<file path="config.mk">
export PLATFORM = sky130hd
export DESIGN_NAME = mem_copy_engine_flat
export DESIGN_NICKNAME = d
export VERILOG_FILES = /design/src/rtl/mem_copy_engine_if.sv /design/src/rtl/mem_copy_engine.sv /design/src/flat_wrapper.sv
export SDC_FILE = /design/constraint.sdc
export NUM_CORES = 1
export LEC_CHECK = 0
export CAP_MARGIN = 20
export CELL_PAD_IN_SITES_DETAIL_PLACEMENT = 1
export CELL_PAD_IN_SITES_GLOBAL_PLACEMENT = 1
export CORE_MARGIN = 2
export CORE_UTILIZATION = 25
export CTS_CLUSTER_SIZE = 40
export DETAILED_ROUTE_END_ITERATION = 10
export DONT_BUFFER_PORTS = 1
export PLACE_DENSITY = 0.57
export SLEW_MARGIN = 20
export SYNTH_ARGS = -nofsm -noshare
export SYNTH_HDL_FRONTEND = slang
export SYNTH_SLANG_ARGS = --single-unit
</file>
<file path="constraint.sdc">
create_clock -name clk -period 3 [get_ports clk]
set_clock_uncertainty 0.05 [all_clocks]
set_input_delay 0.45 -clock clk [delete_from_list [all_inputs] [get_ports clk]]
set_output_delay 0.45 -clock clk [all_outputs]
set_load 0.02 [all_outputs]
</file>
<file path="src/rtl/mem_copy_engine_if.sv">
// Bundles the request/status handshake and the single-port memory bus of the copy engine.
// The slave modport is the engine; the master modport is whoever issues requests and owns the memory.
interface mem_copy_engine_if #(
    parameter int ADDR_WIDTH = 16
) ();
    logic                  start;
    logic [ADDR_WIDTH-1:0] src_addr;
    logic [ADDR_WIDTH-1:0] dst_addr;
    logic [15:0]           len_words;
    logic                  busy;
    logic                  done;
    logic                  err;
    logic [15:0]           words_done;
    logic [ADDR_WIDTH-1:0] mem_addr;
    logic [15:0]           mem_wdata;
    logic [15:0]           mem_rdata;
    logic                  mem_enable;
    logic                  mem_wr;

    modport slave (
        input  start, src_addr, dst_addr, len_words, mem_rdata,
        output busy, done, err, words_done, mem_addr, mem_wdata, mem_enable, mem_wr
    );

    modport master (
        output start, src_addr, dst_addr, len_words, mem_rdata,
        input  busy, done, err, words_done, mem_addr, mem_wdata, mem_enable, mem_wr
    );
endinterface

</file>
<file path="src/rtl/mem_copy_engine.sv">
// Word-by-word memory copy engine: each 16-bit word is one READ cycle then one WRITE cycle
// on a shared single-port memory, walking both addresses upward with modular wrap.
module mem_copy_engine #(
    parameter int ADDR_WIDTH = 16
) (
    input  logic               clk,
    input  logic               rst_n,
    mem_copy_engine_if.slave   bus
);

    typedef enum logic [1:0] {
        IDLE,
        READ,
        WRITE,
        DONE
    } state_t;

    localparam logic [ADDR_WIDTH-1:0] ADDR_STEP = ADDR_WIDTH'(2);

    state_t                state_q, state_d;
    logic [ADDR_WIDTH-1:0] src_q, src_d;
    logic [ADDR_WIDTH-1:0] dst_q, dst_d;
    logic [15:0]           remaining_q, remaining_d;
    logic [15:0]           data_q, data_d;
    logic [15:0]           words_done_q, words_done_d;
    logic                  err_q, err_d;

    always_ff @(posedge clk or negedge rst_n) begin
        if (!rst_n) begin
            state_q      <= IDLE;
            src_q        <= '0;
            dst_q        <= '0;
            remaining_q  <= '0;
            data_q       <= '0;
            words_done_q <= '0;
            err_q        <= 1'b0;
        end else begin
            state_q      <= state_d;
            src_q        <= src_d;
            dst_q        <= dst_d;
            remaining_q  <= remaining_d;
            data_q       <= data_d;
            words_done_q <= words_done_d;
            err_q        <= err_d;
        end
    end

    // Requests are only looked at in IDLE, so a start while busy cannot disturb a transfer.
    always_comb begin
        state_d      = state_q;
        src_d        = src_q;
        dst_d        = dst_q;
        remaining_d  = remaining_q;
        data_d       = data_q;
        words_done_d = words_done_q;
        err_d        = err_q;

        unique case (state_q)
            IDLE: begin
                if (bus.start) begin
                    if (bus.src_addr[0] || bus.dst_addr[0]) begin
                        err_d = 1'b1;
                    end else begin
                        err_d        = 1'b0;
                        words_done_d = '0;
                        if (bus.len_words == 16'd0) begin
                            state_d = DONE;
                        end else begin
                            src_d       = bus.src_addr;
                            dst_d       = bus.dst_addr;
                            remaining_d = bus.len_words;
                            state_d     = READ;
                        end
                    end
                end
            end
            READ: begin
                data_d  = bus.mem_rdata;
                state_d = WRITE;
            end
            WRITE: begin
                src_d        = src_q + ADDR_STEP;
                dst_d        = dst_q + ADDR_STEP;
                remaining_d  = remaining_q - 16'd1;
                words_done_d = words_done_q + 16'd1;
                state_d      = (remaining_q == 16'd1) ? DONE : READ;
            end
            DONE: begin
                state_d = IDLE;
            end
            default: begin
                state_d = IDLE;
            end
        endcase
    end

    // Memory-side outputs decode purely from the state register, so reset silences them at once.
    always_comb begin
        bus.mem_enable = 1'b0;
        bus.mem_wr     = 1'b0;
        bus.mem_addr   = '0;
        bus.mem_wdata  = '0;
        bus.done       = 1'b0;
        bus.busy       = (state_q != IDLE);

        unique case (state_q)
            READ: begin
                bus.mem_enable = 1'b1;
                bus.mem_addr   = src_q;
            end
            WRITE: begin
                bus.mem_enable = 1'b1;
                bus.mem_wr     = 1'b1;
                bus.mem_addr   = dst_q;
                bus.mem_wdata  = data_q;
            end
            DONE: begin
                bus.done = 1'b1;
            end
            default: begin
            end
        endcase
    end

    assign bus.err        = err_q;
    assign bus.words_done = words_done_q;

endmodule

</file>
<file path="src/flat_wrapper.sv">
// flat-port wrapper written by rule: the top's interface ports become plain ports
module mem_copy_engine_flat 
#(
    parameter int ADDR_WIDTH = 16
)
  (clk, rst_n, bus_start, bus_src_addr, bus_dst_addr, bus_len_words, bus_mem_rdata, bus_busy, bus_done, bus_err, bus_words_done, bus_mem_addr, bus_mem_wdata, bus_mem_enable, bus_mem_wr);
  mem_copy_engine_if #(.ADDR_WIDTH(ADDR_WIDTH)) bus_i ();
  input  logic clk;
  input  logic rst_n;
  input wire logic [$bits(bus_i.start)-1:0] bus_start;
  input wire logic [$bits(bus_i.src_addr)-1:0] bus_src_addr;
  input wire logic [$bits(bus_i.dst_addr)-1:0] bus_dst_addr;
  input wire logic [$bits(bus_i.len_words)-1:0] bus_len_words;
  input wire logic [$bits(bus_i.mem_rdata)-1:0] bus_mem_rdata;
  output wire logic [$bits(bus_i.busy)-1:0] bus_busy;
  output wire logic [$bits(bus_i.done)-1:0] bus_done;
  output wire logic [$bits(bus_i.err)-1:0] bus_err;
  output wire logic [$bits(bus_i.words_done)-1:0] bus_words_done;
  output wire logic [$bits(bus_i.mem_addr)-1:0] bus_mem_addr;
  output wire logic [$bits(bus_i.mem_wdata)-1:0] bus_mem_wdata;
  output wire logic [$bits(bus_i.mem_enable)-1:0] bus_mem_enable;
  output wire logic [$bits(bus_i.mem_wr)-1:0] bus_mem_wr;
  assign bus_i.start = bus_start;
  assign bus_i.src_addr = bus_src_addr;
  assign bus_i.dst_addr = bus_dst_addr;
  assign bus_i.len_words = bus_len_words;
  assign bus_i.mem_rdata = bus_mem_rdata;
  assign bus_busy = bus_i.busy;
  assign bus_done = bus_i.done;
  assign bus_err = bus_i.err;
  assign bus_words_done = bus_i.words_done;
  assign bus_mem_addr = bus_i.mem_addr;
  assign bus_mem_wdata = bus_i.mem_wdata;
  assign bus_mem_enable = bus_i.mem_enable;
  assign bus_mem_wr = bus_i.mem_wr;
  mem_copy_engine #(.ADDR_WIDTH(ADDR_WIDTH)) u_core (.clk(clk), .rst_n(rst_n), .bus(bus_i));
endmodule
</file>
==> impl_metrics.yaml <==
status:
  status: "complete, no violations"
detailed_routing:
  drt-initial-drc-count: 150
  vias: 4333
  viasPerCell: 5.20
  first_pass_iters: 4
  drc_errors: 0
  routedWlPerCell_microns: 19.4
  ant_nets: 0
  drt-total-wl_microns: 16200
yosys:
  synth_nets: 633
  synth_fa_ha_area_frac: 0.0256
  synth-edff-count: 0
  async_flop_share: 1.00
  ys.flop_type: "dfrtp_1"
  synth-simple-area-share: 0.234
  synth_top_area_cell: "dfrtp_1"
  netlist_instances: 556
  synth-xor-area-share: 0.0251
  syn_avg_cell_area_sq_um: 8.80
  synth_seq_cells: 83
  synth_top_family_by_area: "simple AND/OR/NAND/NOR gates"
  synthMuxAreaShare: 0.0450
  yosys_warnings: 0
  synth_top_area_share: 0.425
  ys_seq_area_frac: 0.425
  synth_compound_area_frac: 0.204
  synth_cell_types: 60
  synthTopCellsByArea: "dfrtp_1, a21oi_1, nand2_1, mux2_2, o21ai_0"
  syn_area_sq_um: 4890
global_route:
  gr-usage-all-layers: 0.158
  grt_max_degree: 84
  antenna_found_initial: 2
  grt_pass1_wl_microns: 25100
  first_global_vias: 4398
  overflow: 0
timing:
  rsz0062_at_grt: "false"
  worstMarginPinSlew_ps: 790
  hold_viol: 0
  fin_crit_sh: 0.891
  min_period_ps: 2670
  maxSlewViolCount: 0
  maxSlewHeadroom: 0.468
  fmax_ghz: 0.374
  setup_tns_ps: 0
  setup_violations: 0
die:
  rows: 51
  start_util: 0.253
  dieArea_sq_um: 20700
  die_h_microns: 144
  top_level_ports: 120
  core_area_sq_um: 19300
  die_w_microns: 144
layout:
  layout_common_cells: "dfrtp_1, nand2_1, a21oi_1"
  syn_to_final_growth_pct: 16.2
  finalNonFillerCells: 834
  nNetsFinal: 638
  fillCellCount: 2263
  final_common_cell: "dfrtp_1"
  fin_area_sq_um: 5680
  drive_above_1_share: 0.124
placement:
  hpwl_microns: 11600
  dp.cells: 813
  dpl_cell_area_sq_um: 5330
  place_congestion: 0.842
  io_buffer_count: 0
power_and_ir_drop:
  p_switching_mw: 2.81
  power.density_nw_per_um2: 1090
  p_leak_nw: 2.24
  seq_power_share: 0.350
  internal_power_mw: 3.41
  p_comb_frac: 0.458
  irDropWorstVdd_uv: 381
  power.share.switching: 0.452
  clockPowerShare: 0.192
min_path:
  hold_path_depth: 1
  hold_path.class: "input pin to flip-flop"
  min_from: "bus_mem_rdata[13]"
  worst_hold_path.endpoint: "u_core.data_q[13]"
cts:
  clk_latency_ps: 350
  cts_tree: "built"
  cts_resized: 0
  htreeDepth: 3
  root_buffer: "clkbuf_16"
  clk_path_buf_depth: 2
  cts.sinks: 83
  cts_made_buffers: 9
  clk_pin_slew_ps: 70
setup_path:
  r2r_setup_slack_ps: 590
  endpoint_kind: "output port"
  crit_path_top_delay_cell: "dfrtp_1"
  crit_arrival_ps: 2170
  critical_path.cell_chain: "inv_1 -> ha_4 -> buf_12 -> nand2_1 -> a21boi_0 -> buf_4"
  critPathRequiredTime_ps: 2500
  crit_fanout: 49
  r2r_start: "u_core.state_q[0]"
  r2r_cells: 7
  slowest_delay_ps: 410
  timing.rr.end: "u_core.src_q[11]"
  startpoint_type: "flip-flop"
  path_class: "flip-flop to output port"
job:
  cap_violations: 0
## final cells by class
| cell class | count | area, sq um | share of cell area |
|---|---|---|---|
| Clock buffer | 10 | 239 | 0.0421 |
| Antenna cell | 3 | 7.51 | 0.00132 |
| Tap cell | 265 | 332 | 0.0584 |
| Clock inverter | 6 | 71.3 | 0.0126 |
| Sequential cell | 83 | 2080 | 0.366 |
| Multi-Input combinational cell | 423 | 2630 | 0.463 |
| Inverter | 14 | 52.6 | 0.00925 |
| Timing Repair Buffer | 30 | 273 | 0.0480 |
## metrics by stage
step	setup slack (ps)	hold slack [ps]	util	power, mW
finish	326	199	0.294	6.22
global route	223	180	0.294	6.70
CTS	318	182	0.293	6.30
detailed placement	563	110	0.275	5.04
global placement	696	110	0.275	4.90
floorplan	429	104	-	4.07
## critical path: cells and delay by family, from the launching register on
| kind | cells | cell delay, ps |
|---|---|---|
| AO/OA/AOI/OAI | 1 | 300 |
| flip-flops | 1 | 410 |
| adder cells (fa/ha/maj) | 1 | 350 |
| AND/OR/NAND/NOR | 1 | 100 |
| buffers and inverters | 3 | 640 |
## how the worst max path moves through the flow
stage / cells past startpoint / slack (ps) / endpoint / startpoint
2_1_floorplan: 6 / 430 / bus_mem_addr[1] / u_core.state_q[0]
3_3_place_gp: 6 / 700 / u_core.dst_q[10] / bus_len_words[9]
3_5_place_dp: 7 / 560 / u_core.src_q[11] / u_core.state_q[0]
4_1_cts: 6 / 320 / bus_mem_addr[5] / u_core.state_q[0]
5_1_grt: 6 / 220 / bus_mem_addr[5] / u_core.state_q[0]
6_report: 6 / 330 / bus_mem_addr[5] / u_core.state_q[0]
## logic make-up after synthesis
kind of cell               after synthesis
xor gates and xnor gates                14
DFF                                     83
muxes                                   20
buffers and inverters                   50
AOI/OAI and AO/OA                      160
adders and majority gates               10
and+or+nand+nor                        219
## state kept, by name (all words and copies together), names as in the netlist
name and flops:
u_core.bus.words_done 16, u_core.data_q 16, u_core.dst_q 16, u_core.remaining_q 16
u_core.src_q 16, u_core.state_q 2, u_core.bus.err 1
## timing repair
item | 4_1_cts | 5_1_grt
endpoints found under the hold margin | 83 | 0
buffers inserted | 0 | 0
hold buffers | 2 | 0
## power groups by stage
| stage | Clock, mW | Combinational, mW | Sequential [mW] |
|---|---|---|---|
| global route | 1.27 | 3.16 | 2.27 |
| floorplan | 0 | 2.09 | 1.98 |
| finish | 1.19 | 2.85 | 2.18 |
| CTS | 1.23 | 2.90 | 2.17 |
| detailed placement | 0 | 2.85 | 2.19 |
| global placement | 0 | 2.74 | 2.15 |
## synthesized netlist by cell type, types with 3 or more instances
cell type,number
a22o_1,4
clkbuf_1,19
a2bb2oi_1,5
o21ai_0,30
and4_1,9
a21oi_1,51
nand3_1,22
buf_2,10
nor2b_1,10
o22ai_1,19
xnor2_1,3
xor2_1,11
mux2i_1,4
nor2_1,26
nand2_1,67
and3_1,9
nand2b_1,6
o21ai_1,3
o21a_1,3
a31oi_1,6
a21boi_0,8
ha_1,10
or3_1,3
dfrtp_1,83
a22oi_1,9
inv_1,13
mux2_2,16
nand4_1,15
nor4_1,10
nor3_1,10
buf_1,6
and2_1,23
## metal layers
layer / wire, microns / global-route usage / vias to the layer above
met2: 7350 / 0.242 / 118
met3: 1220 / 0.0497 / 22
met4: 369 / 0.0557 / 0
met5: 0 / 0 / -
met1: 7220 / 0.210 / 2157
li1: - / - / 2036
Power figures use the tool's default switching activity.
